$ cat src/rtl/soda_vend_pkg.sv
// Shared state encoding, coin codes and coin valuation for the soda vending controller.
package soda_vend_pkg;

  typedef enum logic [2:0] {
    ST_IDLE   = 3'd0,
    ST_ACCUM  = 3'd1,
    ST_CHANGE = 3'd2,
    ST_REFUND = 3'd3,
    ST_VEND   = 3'd4,
    ST_EMPTY  = 3'd5
  } state_e;

  localparam logic [1:0] COIN_NONE = 2'b00;
  localparam logic [1:0] COIN_ONE  = 2'b01;
  localparam logic [1:0] COIN_TWO  = 2'b10;
  localparam logic [1:0] COIN_FIVE = 2'b11;

  function automatic logic [2:0] coin_value(input logic [1:0] code);
    logic [2:0] val;
    case (code)
      COIN_ONE:  val = 3'd1;
      COIN_TWO:  val = 3'd2;
      COIN_FIVE: val = 3'd5;
      default:   val = 3'd0;
    endcase
    return val;
  endfunction

endpackage

$ cat src/rtl/soda_edge_detect.sv
// Registered rising-edge detector: pulse is high for the one clk cycle in which
// 'in' is high but was low at the previous clk edge.
module soda_edge_detect (
  input  logic clk,
  input  logic reset,
  input  logic in,
  output logic pulse
);

  logic prev_q;

  // History of the input, sampled each clk
  always_ff @(posedge clk or negedge reset) begin
    if (!reset) begin
      prev_q <= 1'b0;
    end else begin
      prev_q <= in;
    end
  end

  assign pulse = in & ~prev_q;

endmodule

$ cat src/rtl/soda_vend_ctrl.sv
// Soda vending controller: coin accumulation, greedy change/refund, vend and stock tracking,
// each step triggered by a rising edge of the 'next' button.
module soda_vend_ctrl
  import soda_vend_pkg::*;
#(
  parameter int PRICE      = 3,
  parameter int CREDIT_W   = 4,
  parameter int STOCK_W    = 4,
  parameter int STOCK_INIT = 10
) (
  input  logic                clk,
  input  logic                reset,
  input  logic                next,
  input  logic                cancel,
  input  logic                restock,
  input  logic [1:0]          coin_in,
  output logic                soda,
  output logic [1:0]          coin_out,
  output logic [2:0]          state_display,
  output logic                check_coin_in,
  output logic [CREDIT_W-1:0] credit,
  output logic                sold_out
);

  if (PRICE < 1 || PRICE > 15) begin : g_bad_price
    $error("soda_vend_ctrl: PRICE must be in 1..15");
  end
  if ((2 ** CREDIT_W) - 1 < PRICE + 4) begin : g_bad_credit_w
    $error("soda_vend_ctrl: CREDIT_W too narrow to hold PRICE+4");
  end
  if (STOCK_INIT < 1 || STOCK_INIT > (2 ** STOCK_W) - 1) begin : g_bad_stock
    $error("soda_vend_ctrl: STOCK_INIT out of range for STOCK_W");
  end

  localparam logic [CREDIT_W:0]   PRICE_C      = (CREDIT_W + 1)'(PRICE);
  localparam logic [STOCK_W-1:0]  STOCK_INIT_C = STOCK_W'(STOCK_INIT);

  state_e               state_q, state_d;
  logic [CREDIT_W-1:0]  credit_q, credit_d;
  logic [STOCK_W-1:0]   stock_q, stock_d;
  logic                 step_s;
  logic [CREDIT_W:0]    sum_s;
  logic [CREDIT_W-1:0]  diff_s;
  logic [CREDIT_W-1:0]  dec_s;

  soda_edge_detect u_next_edge (
    .clk   (clk),
    .reset (reset),
    .in    (next),
    .pulse (step_s)
  );

  // Widened sum keeps the PRICE comparison exact; the worst case is PRICE-1+5
  assign sum_s  = {1'b0, credit_q} + {{(CREDIT_W - 2){1'b0}}, coin_value(coin_in)};
  assign diff_s = CREDIT_W'(sum_s - PRICE_C);
  assign dec_s  = (credit_q >= CREDIT_W'(2)) ? credit_q - CREDIT_W'(2)
                                             : credit_q - CREDIT_W'(1);

  // State, credit and stock registers
  always_ff @(posedge clk or negedge reset) begin
    if (!reset) begin
      state_q  <= ST_IDLE;
      credit_q <= {CREDIT_W{1'b0}};
      stock_q  <= STOCK_INIT_C;
    end else begin
      state_q  <= state_d;
      credit_q <= credit_d;
      stock_q  <= stock_d;
    end
  end

  // Next-state, credit and stock update
  always_comb begin
    state_d  = state_q;
    credit_d = credit_q;
    stock_d  = stock_q;
    case (state_q)
      ST_IDLE, ST_ACCUM: begin
        if (state_q == ST_IDLE && restock) begin
          stock_d = STOCK_INIT_C;
        end else begin
          stock_d = stock_q;
        end
        if (!step_s) begin
          state_d = state_q;
        end else if (cancel && state_q == ST_ACCUM) begin
          state_d = ST_REFUND;
        end else if (sum_s < PRICE_C) begin
          credit_d = sum_s[CREDIT_W-1:0];
          state_d  = (sum_s != '0) ? ST_ACCUM : state_q;
        end else begin
          credit_d = diff_s;
          // Stock never wraps: a sale at zero stock leaves it at zero
          if (stock_d != '0) begin
            stock_d = stock_d - STOCK_W'(1);
          end else begin
            stock_d = stock_d;
          end
          state_d = (diff_s != '0) ? ST_CHANGE : ST_VEND;
        end
      end
      ST_CHANGE, ST_REFUND: begin
        if (step_s) begin
          credit_d = (credit_q == '0) ? credit_q : dec_s;
          if (credit_d == '0) begin
            state_d = (state_q == ST_CHANGE) ? ST_VEND : ST_IDLE;
          end else begin
            state_d = state_q;
          end
        end else begin
          credit_d = credit_q;
        end
      end
      ST_VEND: begin
        if (step_s) begin
          state_d = (stock_q == '0) ? ST_EMPTY : ST_IDLE;
        end else begin
          state_d = state_q;
        end
      end
      ST_EMPTY: begin
        if (restock) begin
          stock_d = STOCK_INIT_C;
          state_d = ST_IDLE;
        end else begin
          state_d = state_q;
        end
      end
      default: begin
        state_d  = ST_IDLE;
        credit_d = {CREDIT_W{1'b0}};
      end
    endcase
  end

  // Moore output decode
  always_comb begin
    soda          = (state_q == ST_VEND);
    sold_out      = (state_q == ST_EMPTY);
    check_coin_in = (state_q == ST_IDLE) || (state_q == ST_ACCUM);
    state_display = state_q;
    credit        = credit_q;
    if (state_q == ST_CHANGE || state_q == ST_REFUND) begin
      coin_out = (credit_q >= CREDIT_W'(2)) ? COIN_TWO : COIN_ONE;
    end else begin
      coin_out = COIN_NONE;
    end
  end

endmodule

$ cat config.mk
export PLATFORM = sky130hd
export DESIGN_NAME = soda_vend_ctrl
export DESIGN_NICKNAME = d
export VERILOG_FILES = /design/src/rtl/soda_vend_pkg.sv /design/src/rtl/soda_edge_detect.sv /design/src/rtl/soda_vend_ctrl.sv
export SDC_FILE = /design/constraint.sdc
export NUM_CORES = 1
export LEC_CHECK = 0
export ABC_CLOCK_PERIOD_IN_PS = 6500
export BUFFER_PORTS_ARGS = -buffer_cell sky130_fd_sc_hd__buf_2
export CORE_MARGIN = 1.5
export CORE_UTILIZATION = 61
export CTS_CLUSTER_DIAMETER = 40
export DETAILED_ROUTE_END_ITERATION = 6
export HOLD_SLACK_MARGIN = 0.1
export PLACE_DENSITY_LB_ADDON = 0.12
export SLEW_MARGIN = 10
export SYNTH_ARGS = -nofsm -noshare
export SYNTH_HDL_FRONTEND = slang
export SYNTH_SLANG_ARGS = --single-unit
$ cat constraint.sdc
create_clock -name clk -period 6.5 [get_ports clk]
set_clock_uncertainty 0.1 [all_clocks]
set_input_delay 0.65 -clock clk [delete_from_list [all_inputs] [get_ports clk]]
set_output_delay 0.65 -clock clk [all_outputs]
set_load 0.02 [all_outputs]
==> results of run 1 <==
## stage by stage
| stage | total power, W | hold WS, ns | setup WS [ns] | util |
|---|---|---|---|---|
| after floorplan | 0.000584 | 0.254 | 3.73 | - |
| after global placement | 0.000692 | 0.360 | 3.46 | 0.696 |
| after detailed placement | 0.000706 | 0.373 | 3.38 | 0.696 |
| after CTS | 0.000769 | 0.142 | 3.55 | 0.715 |
| after global routing | 0.000852 | 0.147 | 3.27 | 0.715 |
| final | 0.000774 | 0.132 | 3.55 | 0.715 |
## worst max-delay path, delay by kind of cell, from the launching register on
| kind | cells | cell delay (ns) |
|---|---|---|
| AOI/OAI and AO/OA | 4 | 1.41 |
| adders and majority gates | 2 | 0.71 |
| DFF | 1 | 0.51 |
| and+or+nand+nor | 1 | 0.07 |
| buffers and inverters | 1 | 0.05 |
## kinds of logic after synthesis
group	after synthesis
muxes	2
DFF	12
and+or+nand+nor	62
adders and majority gates	13
buffers and inverters	18
xor gates and xnor gates	5
AOI/OAI and AO/OA	49
## area by class of cell
type	count	area, sq um	share of cell area
clock buffer	4	36.3	0.0259
inverter	13	48.8	0.0348
multi-input combinational	131	891	0.635
sequential	12	303	0.216
timing repair buffer	18	90.1	0.0642
tap	27	33.8	0.0241
## report_power, final
| part | leakage (nW) | internal, W | switching, W | total, W |
|---|---|---|---|---|
| clock | 0.0210 | 0.0000341 | 0.0000279 | 0.0000620 |
| sequential | 0.147 | 0.000107 | 0.0000574 | 0.000164 |
| combinational | 0.456 | 0.000218 | 0.000330 | 0.000548 |
## worst paths after layout
kind / end / slack (ns) / cells past startpoint
max in group asynchronous: stock_q[1] / 5.90 / 1
worst min-delay path: state_display[2] / 0.13 / 1
worst max-delay path: state_display[1] / 3.55 / 8
worst min register to register: stock_q[1] / 0.38 / 2
min in group clk: stock_q[1] / 0.38 / 2
worst max register to register: state_display[1] / 3.55 / 8
## layer usage
metal | vias to the layer above | GRT usage | routed length [um]
met5 | - | 0 | 0
met4 | 0 | 0.0619 | 10
met3 | 2 | 0.0494 | 163
met2 | 38 | 0.447 | 1330
met1 | 586 | 0.373 | 1370
li1 | 622 | - | -
## registers in the layout (all words and copies together), names as in the netlist
register and cells:
u_next_edge.prev_q 1, credit 4, state_display 3, stock_q 4
## placed cells by master (no fill, tap or decap), types with 2 or more instances in the layout
cell type,count
buf_2,18
nand2_1,16
o21ai_0,14
inv_1,12
ha_1,12
nor2_1,10
dfrtp_1,10
a21oi_1,9
nor2b_1,6
nand3_1,5
xnor2_1,4
nand2b_1,3
and2_1,3
or2_2,3
nor3_1,3
clkbuf_4,3
nor4b_1,2
or3_1,2
a31oi_1,2
a211oi_1,2
o22ai_1,2
and3_1,2
a22o_1,2
o41ai_1,2
mux2i_1,2
dfstp_2,2
==> flow_metrics.py, run 1 <==
metrics = {
    "yosys": {
        "yosysMostFrequentCell": "nand2_1",
        "ys_top_cells_by_area": "dfrtp_1 20%, ha_1 12%, o21ai_0 5.5%, nand2_1 4.7%, dfstp_2 4.1%",
        "synthSimpleGateAreaFrac": 0.257,
        "syn_inst": 161,
        "yosysUniqueCellTypes": 53,
        "synth_edf_count": 0,
        "synth_top_flop_cell": "dfrtp_1",
        "synth_top_family_by_area": "compound AO/OA/AOI/OAI gates",
        "netlist_area_sq_um": 1270,
        "synth.yosys.seq_area_share": 0.238,
        "muxShareOfSynthArea": 0.0158,
        "yosys.area.top_type": "dfrtp_1",
        "synth-adder-area-share": 0.134,
        "syn_avg_cell_area_sq_um": 7.89,
        "synth_warnings": 0,
        "async_reset_ff_frac": 1.00,
        "synth-compound-area-share": 0.260,
        "synth_commonest_cells": "16 x nand2_1, 14 x o21ai_0, 12 x ha_1, 12 x inv_1",
        "synth.top_cell.area_share": 0.197,
        "syn_nets": 181,
        "synth_xor_area_frac": 0.0345,
        "ys_ff_latch": 12,
    },
    "floorplanning": {
        "rows": 16,
        "dieWidth_um": 48.6,
        "coreArea_sq_um": 1960,
        "die_area_sq_um": 2360,
        "ios": 19,
        "initial_utilization": 0.647,
        "die_h_um": 48.6,
    },
    "sta": {
        "fin_crit_sh": 0.454,
        "min_period_ns": 2.95,
        "slew_violations": 0,
        "finalHoldViolCount": 0,
        "worst_slew_pin_slew_ns": 0.565,
        "fin_tns_setup_ns": 0,
        "fmaxAchievable_mhz": 339,
        "rsz0062_at_grt": "false",
        "max_slew_margin": 0.624,
        "finalSetupViolCount": 0,
    },
    "worst_setup_path": {
        "start_kind": "register",
        "crit_path_max_fanout": 8,
        "required_ns": 6.57,
        "cp.arrival_ns": 3.02,
        "cpMaxStageDelayCell": "dfrtp_1",
        "timing.rr.start": "credit[0]",
        "crit_path_cell_trace": "ha_1 -> inv_1 -> fa_1 -> o21ai_0 -> nor2_1 -> o311ai_0 -> a21oi_1 -> o41ai_1",
        "startpoint": "credit[0]",
        "critical_path_class": "register to register",
        "max_stage_delay_ns": 0.51,
        "worst_setup_path_end_kind": "register",
    },
    "drt": {
        "vias": 1248,
        "dr.pass1.iters": 4,
        "wl_per_cell_um": 14.0,
        "wl_um": 2870,
        "final_antenna_net_count": 0,
        "drc": 0,
        "via_per_inst": 6.09,
        "first_iter_violations": 47,
    },
    "global_routing": {
        "grt-ovfl-total": 0,
        "grt_start_max_net_pins": 14,
        "grt_usage": 0.272,
        "grt_pass1_vias": 1184,
        "antenna_found_initial": 0,
        "grt_first_pass_wirelength_um": 5180,
    },
    "final_layout": {
        "areaGrowthSynthToFinish_pct": 10.4,
        "drive_gt1_frac": 0.180,
        "stdcell_area_sq_um": 1400,
        "nNetsFinal": 199,
        "antennaDiodeCount": 0,
        "layout.cells.non_filler": 205,
        "fill_cells": 175,
    },
    "clock_tree": {
        "hold_buffers": 0,
        "clk_path_buf_depth": 2,
        "clkLatencyLatePin_ns": 0.28,
        "postCtsSetupBuffers": 0,
        "cts-root-buf": "clkbuf_4",
        "cts_sinks": 12,
        "cts_resized": 0,
        "cts_max_level": 1,
        "cts_made_buffers": 3,
        "path_clk_slew_ns": 0.08,
        "cts_tree": "yes",
    },
    "hold_path": {
        "hold_path.class": "input port to async pin",
    },
    "status": {
        "status": "finished clean",
    },
    "power": {
        "ir_worst_vdd_uv": 327,
        "p_leak_nw": 0.625,
        "power_density_nw_per_um2": 552,
    },
    "placed_design": {
        "port_buffers": 18,
        "dp_cells": 201,
        "routabilityCongestion": 0.901,
        "place_area_sq_um": 1370,
        "dp_hpwl_um": 2290,
    },
    "job": {
        "max-cap-violations": 0,
    },
}
No activity file was read; power rests on OpenSTA's default activity.
==> inputs of run 2 (changes only) <==
- ABC_CLOCK_PERIOD_IN_PS: 6500 -> 2860
- CORE_UTILIZATION: 61 -> 56
- clock period: 6.5 -> 2.86 ns (I/O delays scaled with it)
==> flow_metrics.py, run 2 (synthesis gave the netlist of run 1 again) <==
metrics = {
    "worst_setup_path": {
        "worst_setup_path_end_kind": "register",
        "crit_path_cell_trace": "inv_1 -> fa_1 -> xnor2_1 -> nor3_1 -> nand2_1 -> o311ai_1 -> a211oi_1 -> o22ai_1",
        "max_stage_delay_ns": 0.51,
        "cpMaxStageDelayCell": "o311ai_1",
        "start_kind": "register",
        "crit_path_max_fanout": 5,
        "critical_path_class": "register to register",
        "required_ns": 2.98,
        "cp.arrival_ns": 2.80,
    },
    "final_layout": {
        "nNetsFinal": 207,
        "antennaDiodeCount": 0,
        "areaGrowthSynthToFinish_pct": 17.0,
        "final_common_cell": "buf_2",
        "stdcell_area_sq_um": 1490,
        "final_cell_mix": "18 x buf_2, 16 x nand2_1, 13 x o21ai_0",
        "fill_cells": 190,
        "drive_gt1_frac": 0.220,
        "multiInputGateArea_sq_um": 908,
        "final-seq-area_sq_um": 303,
    },
    "placed_design": {
        "routabilityCongestion": 0.947,
        "place_area_sq_um": 1410,
        "dp_hpwl_um": 2440,
        "port_buffers": 18,
        "dpl_worst_slack_ns": 0.0425,
    },
    "clock_tree": {
        "cts_sinks": 12,
        "cts_tree": "yes",
        "path_clk_slew_ns": 0.09,
        "cts_max_level": 1,
        "cts_made_buffers": 3,
        "cts-root-buf": "clkbuf_4",
        "postCtsSetupBuffers": 0,
        "clk_path_buf_depth": 2,
        "clkLatencyLatePin_ns": 0.30,
    },
    "power": {
        "combPwrFrac": 0.745,
        "p_clk_frac": 0.077,
        "p_leak_nw": 0.666,
        "p_sw_frac": 0.533,
        "switching_power_w": 0.00101,
        "power_frac_seq": 0.178,
        "ir_worst_vdd_uv": 750,
        "power_density_nw_per_um2": 1270,
        "p_int_w": 0.000885,
    },
    "sta": {
        "worst_slew_pin_slew_ns": 0.517,
        "max_slew_margin": 0.650,
        "worst_slack_ns": 0.181,
        "fin_tns_setup_ns": 0,
        "fin_crit_sh": 0.937,
        "slew_violations": 0,
        "finalSetupViolCount": 0,
        "hold_slack_ns": 0.269,
        "fmaxAchievable_mhz": 373,
        "finalHoldViolCount": 0,
        "min_period_ns": 2.68,
    },
    "global_routing": {
        "grt_start_max_net_pins": 14,
        "grt_pass1_vias": 1188,
        "grt_usage": 0.287,
        "antenna_found_initial": 0,
        "grt_first_pass_wirelength_um": 5450,
        "grt-ovfl-total": 0,
    },
    "floorplanning": {
        "rows": 17,
        "die_area_sq_um": 2560,
        "initial_utilization": 0.585,
        "dieWidth_um": 50.6,
        "die_h_um": 50.6,
        "ios": 19,
        "coreArea_sq_um": 2170,
    },
    "hold_path": {
        "hold_path.class": "input port to register",
    },
    "drt": {
        "first_iter_violations": 33,
        "via_per_inst": 6.08,
        "final_antenna_net_count": 0,
        "wl_um": 3200,
        "dr.pass1.iters": 4,
        "drc": 0,
        "vias": 1301,
        "wl_per_cell_um": 15.0,
    },
    "status": {
        "status": "finished clean",
    },
    "job": {
        "max-cap-violations": 0,
    },
}
-- run 2: cell types whose count changed in the layout (fill, tap and decap cells not counted), sizes merged --
cell	change
buf	+6
dlygate4sd3	+2
-- run 2: layer usage --
metal  vias to the layer above  wire length, um  global-route usage  part of all wire
li1                        634                -                   -                 -
met4                         0               77               0.117             0.024
met1                       614             1470               0.385              0.46
met5                         -                0                   0                 0
met3                         8              217              0.0774             0.068
met2                        45             1440               0.434              0.45
-- run 2: worst max-delay path, delay by kind of cell, from the launching register on --
family          cells  cell delay (ns)
simple gates        2             0.44
xor+xnor            1             0.21
buf+inv             1             0.14
compound gates      3             0.80
flops               1             0.42
fa+ha+maj           1             0.50
-- run 2: path summary, 6_finish.rpt --
kind | from | end | slack (ns) | depth (start not counted)
min | cancel | state_display[0] | 0.27 | 3
max reg2reg | credit[1] | state_display[0] | 0.18 | 8
min reg2reg | stock_q[1] | stock_q[1] | 0.38 | 2
max | credit[1] | state_display[0] | 0.18 | 8
max in group asynchronous | reset | stock_q[3] | 2.07 | 2
min in group asynchronous | reset | credit[3] | 0.29 | 2
-- run 2: repair_timing --
item	4_1_cts	5_1_grt
endpoints found under the setup margin	0	7
hold buffers	2	0
hold endpoints to repair	13	0
resized for setup	0	5
-- run 2: area by class of cell --
type / count / area share
sequential: 12 / 0.204
clock buffer: 4 / 0.0244
tap: 28 / 0.0236
inverter: 13 / 0.0328
multi-input combinational: 131 / 0.611
timing repair buffer: 26 / 0.104
-- run 2: power by group through the flow --
stage | combinational [W] | clock, W | sequential [W]
after floorplan | 0.000964 | 0 | 0.000363
after global placement | 0.00132 | 0 | 0.000329
after detailed placement | 0.00134 | 0 | 0.000335
after CTS | 0.00136 | 0.000148 | 0.000332
after global routing | 0.00157 | 0.000154 | 0.000352
final | 0.00141 | 0.000145 | 0.000337
-- run 2: through the flow --
| step | power, W | instances | util |
|---|---|---|---|
| floorplan | 0.00133 | 161 | - |
| global placement | 0.00165 | 208 | 0.651 |
| detailed placement | 0.00168 | 208 | 0.651 |
| CTS | 0.00184 | 214 | 0.677 |
| global route | 0.00208 | 214 | 0.685 |
| finish | 0.00189 | 214 | 0.685 |
